[config.mk]
export PLATFORM = sky130hd
export DESIGN_NAME = myla_trig_capture
export DESIGN_NICKNAME = d
export VERILOG_FILES = /design/src/rtl/myla_trig_capture.sv
export SDC_FILE = /design/constraint.sdc
export NUM_CORES = 1
export LEC_CHECK = 0
export CELL_PAD_IN_SITES_DETAIL_PLACEMENT = 1
export CELL_PAD_IN_SITES_GLOBAL_PLACEMENT = 1
export CORE_MARGIN = 1
export CORE_UTILIZATION = 30
export DETAILED_ROUTE_END_ITERATION = 7
export GPL_ROUTABILITY_DRIVEN = 0
export PLACE_DENSITY_LB_ADDON = 0.1
export SETUP_SLACK_MARGIN = 0.3
export SYNTH_ARGS = -nofsm -noshare
export SYNTH_HDL_FRONTEND = slang
export SYNTH_SLANG_ARGS = --single-unit
export TNS_END_PERCENT = 50
[constraint.sdc]
create_clock -name CLK_I -period 6.3 [get_ports CLK_I]
set_clock_uncertainty 0.1 [all_clocks]
set_input_delay 1.26 -clock CLK_I [delete_from_list [all_inputs] [get_ports CLK_I]]
set_output_delay 1.26 -clock CLK_I [all_outputs]
set_load 0.05 [all_outputs]
[src/rtl/myla_trig_capture.sv]
// MyLA capture core: Wishbone slave sampling a probe bus into a pre-trigger ring,
// with mask/value trigger, post-trigger count, sample divider and done interrupt.
module myla_trig_capture #(
  parameter int DBITS   = 16,
  parameter int QBITS   = 4,
  parameter int DIVBITS = 16
) (
  input  logic             CLK_I,
  input  logic             RES_N_I,
  input  logic [2:0]       ADR_I,
  input  logic             WE_I,
  input  logic             CYC_I,
  input  logic             STB_I,
  input  logic [DBITS-1:0] DAT_I,
  output logic             ACK_O,
  output logic [DBITS-1:0] DAT_O,
  input  logic [DBITS-1:0] CHAN_I,
  input  logic             GATE_I,
  output logic             IRQ_O
);
  localparam int PBITS = QBITS + 1;

  typedef enum logic [1:0] {IDLE, ARMED, TRIG, DONE} state_t;

  state_t             state, state_nxt;
  logic [DBITS-1:0]   mem [2**QBITS];
  logic [QBITS-1:0]   rp, wp, rp_inc, wp_inc;
  logic               ovf;
  logic [DBITS-1:0]   mask, value;
  logic [DIVBITS-1:0] div, divcnt;
  logic [PBITS-1:0]   post, postcnt, postcnt_nxt, post_inc;
  logic               full, empty;
  logic               bus_wr, arm_wr, abort_wr, ovf_clr, pop;
  logic               sampling, tick, strobe, match;
  logic               capture, drop, ovf_set;
  logic [DBITS-1:0]   rdata;

  // Handshake: a request (CYC_I & STB_I) is answered by ACK_O one cycle later for exactly
  // one cycle; the master holds the request through the ACK_O cycle, where writes commit.
  assign bus_wr   = ACK_O & CYC_I & STB_I & WE_I;
  assign arm_wr   = bus_wr & (ADR_I == 3'd0) & DAT_I[0] & ~DAT_I[1];
  assign abort_wr = bus_wr & (ADR_I == 3'd0) & DAT_I[1];
  assign ovf_clr  = bus_wr & (ADR_I == 3'd0) & DAT_I[5];

  assign rp_inc = rp + QBITS'(1);
  assign wp_inc = wp + QBITS'(1);
  assign full   = (wp_inc == rp);
  assign empty  = (wp == rp);
  assign pop    = bus_wr & (ADR_I == 3'd1) & ~empty;

  // An ARM commit restarts everything, so no sample is taken in that cycle.
  assign sampling = ((state == ARMED) | (state == TRIG)) & ~arm_wr;
  assign tick     = (divcnt == '0);
  assign strobe   = sampling & tick & GATE_I;
  assign match    = ((CHAN_I ^ value) & mask) == '0;
  assign post_inc = postcnt + PBITS'(1);

  always_comb begin
    state_nxt   = state;
    capture     = 1'b0;
    drop        = 1'b0;
    ovf_set     = 1'b0;
    postcnt_nxt = postcnt;
    case (state)
      ARMED: if (strobe) begin
        capture = 1'b1;
        drop    = full;
        if (match) begin
          postcnt_nxt = '0;
          state_nxt   = (post == '0) ? DONE : TRIG;
        end
      end
      TRIG: if (strobe) begin
        capture     = ~full;
        ovf_set     = full;
        postcnt_nxt = post_inc;
        if (post_inc == post) state_nxt = DONE;
      end
      default: ;
    endcase
    if (abort_wr)    state_nxt = IDLE;
    else if (arm_wr) state_nxt = ARMED;
  end

  always_ff @(posedge CLK_I or negedge RES_N_I) begin
    if (!RES_N_I) begin
      ACK_O   <= 1'b0;
      state   <= IDLE;
      rp      <= '0;
      wp      <= '0;
      ovf     <= 1'b0;
      mask    <= '0;
      value   <= '0;
      div     <= '0;
      post    <= '0;
      divcnt  <= '0;
      postcnt <= '0;
    end else begin
      ACK_O   <= CYC_I & STB_I & ~ACK_O;
      state   <= state_nxt;
      postcnt <= postcnt_nxt;
      if (arm_wr) begin
        rp     <= '0;
        wp     <= '0;
        divcnt <= '0;
      end else begin
        if (sampling) divcnt <= tick ? div : divcnt - DIVBITS'(1);
        if (capture)  wp <= wp_inc;
        // A ring drop and a host pop in the same cycle free a single slot.
        if (drop | pop) rp <= rp_inc;
      end
      if (arm_wr | ovf_clr) ovf <= 1'b0;
      else if (ovf_set)     ovf <= 1'b1;
      if (bus_wr && ADR_I == 3'd2) mask  <= DAT_I;
      if (bus_wr && ADR_I == 3'd3) value <= DAT_I;
      if (bus_wr && ADR_I == 3'd4) div   <= DAT_I[DIVBITS-1:0];
      if (bus_wr && ADR_I == 3'd5) post  <= DAT_I[PBITS-1:0];
    end
  end

  always_ff @(posedge CLK_I) begin
    if (capture) mem[wp] <= CHAN_I;
  end

  always_comb begin
    rdata = '0;
    case (ADR_I)
      3'd0: rdata[5:0] = {ovf, state == DONE, state == TRIG, state == ARMED, full, empty};
      3'd1: if (!empty) rdata = mem[rp];
      3'd2: rdata = mask;
      3'd3: rdata = value;
      3'd4: rdata[DIVBITS-1:0] = div;
      3'd5: rdata[PBITS-1:0] = post;
      3'd6: rdata[QBITS-1:0] = wp - rp;
      default: ;
    endcase
  end

  assign DAT_O = (ACK_O & ~WE_I) ? rdata : '0;
  assign IRQ_O = (state == DONE);
endmodule
==> impl_metrics.yaml, run 1 <==
run_status:
  status: "finished, final reports clean"
detailed_routing:
  first_pass_iters: 5
  routedWlPerCell_um: 25.12
  drc: 0
  wirelength_mm: 42.79
  routed_via_density: 5.064
  vias: 8624
  dr.first_iter.drc_count: 523
  ant_nets: 0
logic_synthesis:
  synth_commonest_cells: "256 x edfxtp_1, 86 x dfrtp_1, 73 x mux4_2"
  yosys.area.top_type: "edfxtp_1"
  yosysMostFrequentCell: "edfxtp_1"
  synth_edf_count: 256
  ys_top_cells_by_area: "edfxtp_1 51%, dfrtp_1 14%, mux4_2 11%, mux2_2 5.1%, xor2_1 1.4%"
  syn_nets: 980
  synth.distinct_cells: 70
  synth_area_mm2: 0.01506
  synth_top_area_share_pct: 51.06
  synth-main-ff-cell: "edfxtp_1"
  synth_seq_cells: 342
  syn_inst: 924
  ys.warnings.count: 0
  async_flop_share_pct: 25.15
  yosysSeqAreaShare_pct: 65.35
  syn_area_per_cell_um2: 16.29
critical_path:
  cp_slowest_stage_delay_ps: 970
  cpMostUsedCell: "nor2_1"
  timing.rr.start: "state[0]"
  cp_slowest_cell: "clkdlybuf4s50_1"
  crit_fanout: 21
  cp_num_buf_inv: 2
  worst_ep_required_time_ps: 4940
  critPathKind: "in -> out"
  setup.worst_path.start: "ADR_I[0]"
  cp.arrival_ps: 4250
  crit_chain: "clkdlybuf4s50_1, nor2_1, and2_1, o21bai_1, nor2_1, buf_4"
  cp_top_family: "buffers and inverters"
  cp-end-kind: "output port"
  crit_path_start_kind: "primary input"
clock_tree:
  clock_latency_ps: 570
  cts_buffers: 40
  cts_root_buf: "clkbuf_16"
  htree_levels: 2
  clock_path_buffers: 3
  clock-sinks: 342
  cts_hold_buf: 0
  cts_resized: 0
  cts_tree: "yes"
  clk_pin_slew_ps: 50
  cts_setup_buffers: 0
worst_hold_path:
  hp-start: "ACK_O"
  min_path_type: "reg -> reg"
final_layout:
  layout.nets: 1067
  design_area_mm2: 0.01774
  multi_input_area_mm2: 0.004942
  drive_gt1_share_pct: 24.74
  utilization_pct: 36.01
  area_growth_pct: 17.82
  regArea_mm2: 0.009844
  final.fill_count: 5025
  n_antenna_cell: 0
placed_design:
  place_ws_ps: 682.8
  placedInstanceArea_mm2: 0.01654
  io_buffers: 58
  dp.final_hpwl_mm: 27.37
sta:
  worst_pin_slew_ps: 1159
  hold_viol_final: 0
  drv_slew: 0
  fmax_ghz: 0.1782
  fin_crit_ps: 5611
  tns_ps: 0
  setup_violations: 0
  min_period_over_period_pct: 89.07
  grt_setup_unrepaired: "no"
  maxSlewHeadroom_pct: 22.55
  setup_slack_ps: 688.5
global_routing:
  track_usage_pct: 17.38
  gr-usage-met1_pct: 23.71
  top_usage_layer: "met2"
  grt_util_met2_pct: 28.67
  grt_pass1_wl_mm: 63.91
  grt_pass1_vias: 9152
  grt_overflow: 0
  grt_max_degree: 52
  grt_use_met3_pct: 3.071
  antenna_found_initial: 0
pwr:
  power_density_mw_per_mm2: 285.2
  peakVddDrop_mv: 0.1773
  power_leakage_uw: 0.006117
floorplanning:
  coreArea_mm2: 0.04925
  ios: 59
  dieArea_mm2: 0.05109
  die_h_um: 226.0
  rows: 81
  die_width_um: 226.0
  start_util_pct: 30.57
job:
  maxCapViolations: 0
[through the flow]
step,cells,total power [µW],hold WS [ps]
finish,1703,5059,389.1
global route,1703,5270,420.6
CTS,1703,5149,395.0
detailed placement,1633,2949,385.1
global placement,1633,2942,371.9
floorplan,924,2769,396.0
[kinds of logic (layout without fill, tap and decap cells)]
group	after synthesis	in the layout	share of synthesized area, %
AND/OR/NAND/NOR	177	177	6.648
adder cells (fa/ha/maj)	15	15	1.296
multiplexers	150	150	16.60
XOR/XNOR	30	30	1.745
flip-flops	342	342	65.35
buffers and inverters	69	184	1.953
AO/OA/AOI/OAI	141	141	6.399
[worst reg2reg max path, delay by kind of cell (launching register included)]
family,cells,cell delay [ps]
and+or+nand+nor,2,480
AOI/OAI and AO/OA,1,360
buffers and inverters,4,1320
adders and majority gates,1,670
DFF,1,400
[path summary, 6_finish.rpt]
| path | to | slack, ps | cells past startpoint |
|---|---|---|---|
| min in group asynchronous | divcnt[10] | 630 | 1 |
| max reg2reg | mem[0][15] | 2630 | 8 |
| min reg2reg | ACK_O | 390 | 1 |
| max | DAT_O[12] | 690 | 6 |
| max in group asynchronous | wp[0] | 4480 | 2 |
| min | ACK_O | 390 | 1 |
[sequential cells by signal (all words and copies together) (netlist names)]
name / cells
mem: 256
div: 16
divcnt: 16
mask: 16
value: 16
post: 5
postcnt: 5
rp: 4
wp: 4
state: 2
ACK_O: 1
ovf: 1
[placed cells by master (no fill, tap or decap), drive strengths merged, types with 5 or more instances in the layout]
cell type,Yosys,routed
dfrtp,86,86
xor2,24,24
nor3,10,10
edfxtp,256,256
a222oi,10,10
clkinv,0,19
xnor2,6,6
buf,17,50
ha,14,14
o21ai,28,28
nand2,33,33
nor2,55,55
inv,21,22
a22oi,15,15
and2,5,5
clkbuf,31,49
a21oi,36,36
a211oi,12,12
mux2,68,68
and4,5,5
o22ai,7,7
nand3,14,14
clkdlybuf4s50,0,43
nand3b,8,8
mux4,73,73
nor4,6,6
and4b,8,8
nor2b,6,6
mux2i,9,9
[power breakdown]
part,switching [µW],total [µW],internal [µW]
Combinational,230,365,135
Sequential,57.4,2530,2470
Clock,941,2160,1220
Total,1230,5060,3830
[routing by layer]
layer	routed length, µm	vias up
li1	-	3849
met1	19650	4579
met2	20820	143
met3	1505	53
met4	810	0
met5	0	-
[final cells by class]
type / instances / area share [%]
Tap cell: 664 / 4.684
Inverter: 21 / 0.4444
Sequential cell: 342 / 55.50
Multi-Input combinational cell: 513 / 27.86
Timing Repair Buffer: 93 / 4.754
Clock buffer: 49 / 5.890
Clock inverter: 21 / 0.8676
Power figures use the tool's default switching activity.
==> run 2: changes to the inputs <==
Settings changed: GPL_TIMING_DRIVEN set to 0.
Clock period 6.3 ns to 4.78 ns, I/O delays scaled along.
==> run 2 against run 1 <==
  * First-iteration DRC count up 23%
  * Non-clock buffer count up 18
  * Largest cell class unchanged
  * Flip-flop and latch count unchanged
  * Via count up 2.2%
  * Largest power group unchanged
  * Worst hold slack worse by 90 ps
  * Power up 33%
==> impl_metrics.yaml, run 2 (same netlist as run 1, synthesis figures left out) <==
run_status:
  status: "finished, final reports clean"
sta:
  drv_slew: 0
  min_period_over_period_pct: 91.82
  setup_violations: 0
  maxSlewHeadroom_pct: 13.48
  fmax_ghz: 0.2278
  tns_ps: 0
  setup_slack_ps: 391.1
  grt_setup_unrepaired: "no"
  hold_viol_final: 0
  worst_pin_slew_ps: 1297
  fin_crit_ps: 4389
clock_tree:
  htree_levels: 2
  clock_path_buffers: 3
  clk_pin_slew_ps: 60
  cts_tree: "yes"
  clock_latency_ps: 560
  cts_root_buf: "clkbuf_16"
  clock-sinks: 342
  cts_buffers: 39
pwr:
  power_uw: 6752
  switching_share_pct: 24.17
  power.switching_uw: 1632
  p_comb_share_pct: 7.4
  power_density_mw_per_mm2: 378.8
  internal-power_uw: 5120
  seq_power_share_pct: 49.4
  clockPowerShare_pct: 43.2
  peakVddDrop_mv: 0.2682
  power_leakage_uw: 0.006151
detailed_routing:
  drc: 0
  first_pass_iters: 7
  vias: 8818
  dr.first_iter.drc_count: 643
  routedWlPerCell_um: 26.62
  routed_via_density: 5.130
  wirelength_mm: 45.75
  ant_nets: 0
critical_path:
  timing.rr.start: "divcnt[0]"
  critPathKind: "in -> out"
  rrSetupSlack_ps: 590
  crit_fanout: 10
  cp-end-kind: "output port"
  reg2reg_depth: 8
  worst_ep_required_time_ps: 3720
  r2r-end: "mem[10][15]"
  crit_path_start_kind: "primary input"
  cp.arrival_ps: 3330
global_routing:
  grt_max_degree: 49
  grt_overflow: 0
  grt_pass1_vias: 9201
  track_usage_pct: 18.46
  antenna_found_initial: 0
  grt_pass1_wl_mm: 66.68
placed_design:
  place_ws_ps: -1661
  dp.final_hpwl_mm: 29.90
  numPlacedInstances: 1648
  placedInstanceArea_mm2: 0.01653
  io_buffers: 57
final_layout:
  area_growth_pct: 18.37
  layout.nets: 1084
  final_cells: 1719
  largest_register_ffs: 256
  regMostFlops: "mem"
  drive_gt1_share_pct: 24.83
  final_cell_mix: "256 x edfxtp_1, 84 x dfrtp_1, 73 x mux4_2"
  design_area_mm2: 0.01782
  layout_commonest_cell: "edfxtp_1"
  n_antenna_cell: 0
floorplanning:
  dieArea_mm2: 0.05109
  start_util_pct: 30.57
  die_width_um: 226.0
  ios: 59
  coreArea_mm2: 0.04925
  die_h_um: 226.0
  rows: 81
job:
  maxCapViolations: 0
worst_hold_path:
  min_path_type: "in -> async"
-- run 2: cell types whose count changed in the layout (fill, tap and decap cells not counted), moves of 3 or more --
cell | before | now
clkbuf_1 | 8 | 29
buf_8 | 0 | 6
clkbuf_2 | 0 | 10
buf_2 | 0 | 11
buf_6 | 0 | 5
clkinv_1 | 13 | 8
clkdlybuf4s50_1 | 43 | 40
buf_4 | 47 | 11
clkbuf_4 | 0 | 3
-- run 2: layer usage --
metal  global-route usage [%]  routed length (µm)
met1                    25.45               21350
met2                    30.17               21880
met4                    5.362                 977
met5                        0                   0
met3                    2.667                1542
-- run 2: what timing repair did --
action / in CTS / in global routing
resized for setup: 99 / 34
setup buffers: 2 / 1
setup endpoints to repair: 16 / 32
cloned: 0 / 0
hold buffers: 0 / 0
pin swaps: 1 / 3
-- run 2: area by class of cell --
cell class / count / area [µm²]
buffer: 48 / 295.3
clock buffer: 49 / 1023
clock inverter: 19 / 178.9
fill: 5044 / 31430
inverter: 21 / 78.83
multi-input combinational: 513 / 4970
sequential: 342 / 9842
tap: 664 / 830.8
timing repair buffer: 63 / 603.1
-- run 2: through the flow --
stage	hold WS [ps]	utilization (%)
4_1_cts	301.5	36.16
3_3_place_gp	375.2	33.42
3_5_place_dp	382.3	33.56
5_1_grt	321.4	36.18
6_report	298.6	36.18
2_1_floorplan	396.0	-
-- run 2: worst max path at each step --
stage / startpoint / end / slack, ps / cells after the start
6_report: ADR_I[2] / DAT_O[14] / 390 / 6
5_1_grt: rp[0] / DAT_O[12] / 300 / 11
3_3_place_gp: STB_I / mem[0][13] / -2580 / 7
4_1_cts: rp[0] / DAT_O[11] / 210 / 7
2_1_floorplan: rp[1] / DAT_O[5] / 30 / 11
3_5_place_dp: rp[1] / DAT_O[5] / -1660 / 12
-- run 2: power groups by stage --
stage / Combinational, µW / Clock (µW) / Sequential, µW
finish: 499 / 2920 / 3340
global route: 550 / 3110 / 3340
CTS: 507 / 3010 / 3330
detailed placement: 505 / 0 / 3390
global placement: 499 / 0 / 3390
floorplan: 285 / 0 / 3370
-- run 2: critical path, stage by stage --
cell             delay, ps
clkdlybuf4s50_1        550
clkbuf_1               450
nor2_1                 100
o21bai_1               780
nor2_1                 220
buf_4                  260
==> RTL change 1: new RTL, flow settings as in run 2 <==
`DBITS`: 16 -> 32.
--- a/src/rtl/myla_trig_capture.sv
+++ b/src/rtl/myla_trig_capture.sv
@@ -1,7 +1,7 @@
 // MyLA capture core: Wishbone slave sampling a probe bus into a pre-trigger ring,
 // with mask/value trigger, post-trigger count, sample divider and done interrupt.
 module myla_trig_capture #(
-  parameter int DBITS   = 16,
+  parameter int DBITS   = 32,
   parameter int QBITS   = 4,
   parameter int DIVBITS = 16
 ) (
Ports: changed (resized CHAN_I, DAT_I and DAT_O); port bits go from 59 to 107. No check against the original RTL was run, so the function may have changed too.
==> RTL change 1 against run 2 <==
  * Cell area rose by 82%
  * Wire length rose by 86%
  * Synthesized area rose by 76%
  * Sequential cell count rose by 288
  * Total power rose by 95%
  * Setup slack got worse by 0.095 ns
  * Count of clock-buffer cells in the layout rose by 50
  * Non-clock buffer count rose by 98
  * Sequential share of layout area rose by 1.3 points
==> RTL change 1: results (changes against run 2) <==
layout cells sized above 1=0.303 (+0.0547); max reg flops=512 (+100%); EDFF count, synth=512 (+100%); outcome=finished, final reports clean; compound-cell area share of the yosys netlist=0.0448 (-0.0192); Lkg Pwr=11.0 nW (+78%); routed wire length=85000 um (+86%); met2 Use GR=0.311 (+0.00922); post-synthesis sequential area ratio=0.691 (+0.0380); met3 global-route usage=0.0329 (+0.00623); dpl hpwl=57900 um (+94%); syn_nets=1569 (+60%); First DRT Iteration DRCs=1071 (+67%); Sw Pwr=3.12 mW (+91%); post-synthesis adder-cell area fraction=0.00736 (-0.00560); met2 wire len=40300 um (+84%); DR pass1 iterations=5 (-2); Max Used Layer=met5; initial antenna violation count=3 (+3); multiplexer share of the synthesized area=0.181 (+0.0148); largest vdd supply drop=0.000277 V (+3.2%); first-pass GRT wire length=121000 um (+82%); Fillers=8620 (+71%); Synth Area in XOR/XNOR=0.0168 (-0.000646); placed cell count=2759 (+67%); clock share of power=0.443 (+0.011); largest net degree at the start of global routing=66 (+35%); H-Tree Level Count=3 (+1); slowest stage delay, CP=0.57 ns (-0.21 ns); max_slew headroom=0.354 (+0.219); largest cells by area after synthesis=edfxtp_1 (58%), mux4_2 (12%), dfrtp_1 (11%); DR vias/cell=5.12 (-0.25%); I/O Buffers=104 (+82%); Cells after Synth=1481 (+60%); fraction of registers with async set/reset=0.187 (-0.0642); met3 routed WL=3330 um (+120%); clk_lat worst skew=0.61 ns (+0.05 ns); r2r worst-path depth=11 (+3); Tot GR Track Use=0.192 (+0.00724); number of global-route vias before repair=16100 (+75%); fin nets=1777 (+64%); grt met1 use=0.267 (+0.0126)
[RTL change 1: cell count changes in the layout (fill, tap and decap cells not counted), moves of 32 or more]
cell / run 2 / this run
mux4_2: 73 / 139
dfrtp_1: 84 / 116
mux2_2: 68 / 104
mux2i_1: 9 / 48
clkbuf_16: 39 / 77
edfxtp_1: 256 / 512
[RTL change 1: what timing repair did]
item,4_1_cts,5_1_grt
endpoints found under the setup margin,32,25
pin swaps,13,6
buffers inserted,4,4
gates resized for setup,279,28
[RTL change 1: cell type report]
type | instances | area, sq um | share of cell area
sequential | 630 | 18300 | 0.565
multi-input combinational | 747 | 8020 | 0.247
clock buffer | 99 | 2030 | 0.0626
timing repair buffer | 131 | 1450 | 0.0447
tap | 1155 | 1450 | 0.0446
buffer | 78 | 588 | 0.0181
clock inverter | 38 | 465 | 0.0144
inverter | 26 | 98.8 | 0.00305
antenna | 1 | 2.50 | 0.0000772
[RTL change 1: worst paths after layout]
| path | from | to | slack, ns |
|---|---|---|---|
| setup / recovery | ADR_I[0] | DAT_O[30] | 0.30 |
| hold / removal | RES_N_I | postcnt[2] | 0.21 |
| setup reg to reg | wp[1] | mem[0][15] | 0.76 |
| hold reg to reg | ACK_O | ACK_O | 0.39 |
| max in group asynchronous | RES_N_I | value[29] | 3.59 |
| min in group CLK_I | ACK_O | ACK_O | 0.39 |
[RTL change 1: worst register-to-register path: stages (launching register included)]
cell and delay (ns):
dfrtp_1 0.46, ha_1 0.33, xor2_1 0.21, nor3_1 0.06, a31o_2 0.26, a21oi_2 0.33
nor2_1 0.13, nor4_4 0.44, nor4bb_4 0.83, buf_8 0.25, buf_8 0.17, buf_6 0.17
==> RTL change 2: new RTL, config.mk and constraints of run 2 <==
Made on the original files. Remove the case item `3'd6` of the case on `ADR_I`.
--- a/src/rtl/myla_trig_capture.sv
+++ b/src/rtl/myla_trig_capture.sv
@@ -131,7 +131,6 @@
       3'd3: rdata = value;
       3'd4: rdata[DIVBITS-1:0] = div;
       3'd5: rdata[PBITS-1:0] = post;
-      3'd6: rdata[QBITS-1:0] = wp - rp;
       default: ;
     endcase
   end
Function: changed (Yosys sat finds a counterexample within 4 cycles, from zero or initial values).
==> RTL change 2 against run 2 <==
  * Total power increased by 6.5%
  * Setup slack got worse by 0.11 ns
  * Die area barely moved
  * Fmax shrank 2.4%
  * Clock power up 6.8%
  * Sequential cell count unchanged
  * Sequential power barely moved
  * Cell count rose by 2.1%
  * Synthesized area hardly changed
  * Hold slack lost 0.085 ns
  * Wire length about the same
  * Cell area up 0.78%
  * First-iteration DRC count down 7.2%
==> RTL change 2: results (changes against run 2) <==
syn_area_per_cell=15.8 sq um (-3.1%); number of global-route vias before repair=9818 (+6.7%); library cells used by synthesis=67 (-4.3%); post-synthesis sequential area ratio=0.653 (about the same); routed via count=8911 (+1.1%); grt met1 use=0.241 (-0.0139); slowest cell on the critical path=dlygate4sd2_1; DR pass1 iterations=4 (-3); clock share of power=0.434 (+0.002); dpl hpwl=31300 um (+4.6%); placed cell count=1679 (+1.9%); syn_nets=1006 (+2.7%); commonest cells in the netlist=edfxtp_1 (256), dfrtp_1 (86), mux4_2 (62); I/O Buffers=56 (-1.8%); met3 routed WL=1290 um (-17%); clock network power=3.12 mW (+6.8%); Tot GR Track Use=0.186 (+0.00176); routed wire length=45800 um (about the same); slowest stage delay, CP=0.57 ns (-0.21 ns); fin nets=1111 (+2.5%); Final Non-Filler Cells=1755 (+2.1%); First DRT Iteration DRCs=597 (-7.2%); Reg power frac=0.465 (-0.029); CTS buffer count=42 (+7.7%); outcome=finished, final reports clean; met2 Use GR=0.324 (+0.0226)
==> RTL change 2: cell count changes after synthesis, sizes merged, moves of 10 or more <==
| cell | before | now |
|---|---|---|
| a21oi | 36 | 54 |
| mux2i | 9 | 24 |
| a221oi | 3 | 19 |
| mux4 | 73 | 62 |
| a222oi | 10 | 0 |
| clkbuf | 31 | 41 |
==> RTL change 2: area by class of cell <==
| class | instances | area [sq um] |
|---|---|---|
| plain buffers | 59 | 328 |
| clock buffers | 56 | 1140 |
| inverters | 15 | 56.3 |
| multi-input cells | 538 | 4970 |
| well taps | 664 | 831 |
| clock inverters | 20 | 185 |
| fillers | 5077 | 31300 |
| repair buffers | 61 | 603 |
| flip-flops and latches | 342 | 9840 |
==> RTL change 2: cell families (layout without fill, tap and decap cells) <==
kind of cell | count (synthesis) | after routing | synth area share
compound gates | 184 | 184 | 0.0815
flops | 342 | 342 | 0.653
buf+inv | 74 | 211 | 0.0204
mux | 145 | 145 | 0.153
simple gates | 167 | 167 | 0.0651
fa+ha+maj | 11 | 11 | 0.00913
xor+xnor | 31 | 31 | 0.0180
==> RTL change 2: metrics by stage <==
stage,TNS [ns],cell area [sq um]
after floorplan,0,15100
after global placement,-209.25,16500
after detailed placement,-13.00,16500
after CTS,0,18000
after global routing,0,18000
final,0,18000
==> RTL change 2: worst paths after layout <==
| check | endpoint | from | depth (start not counted) | slack (ns) |
|---|---|---|---|---|
| worst max-delay path | DAT_O[15] | ADR_I[1] | 9 | 0.28 |
| worst min-delay path | divcnt[9] | RES_N_I | 1 | 0.21 |
| worst max register to register | mem[6][10] | divcnt[0] | 8 | 0.45 |
| worst min register to register | ACK_O | ACK_O | 1 | 0.41 |
| max in group asynchronous | rp[2] | RES_N_I | 2 | 3.69 |
| min in group CLK_I | ACK_O | ACK_O | 1 | 0.41 |
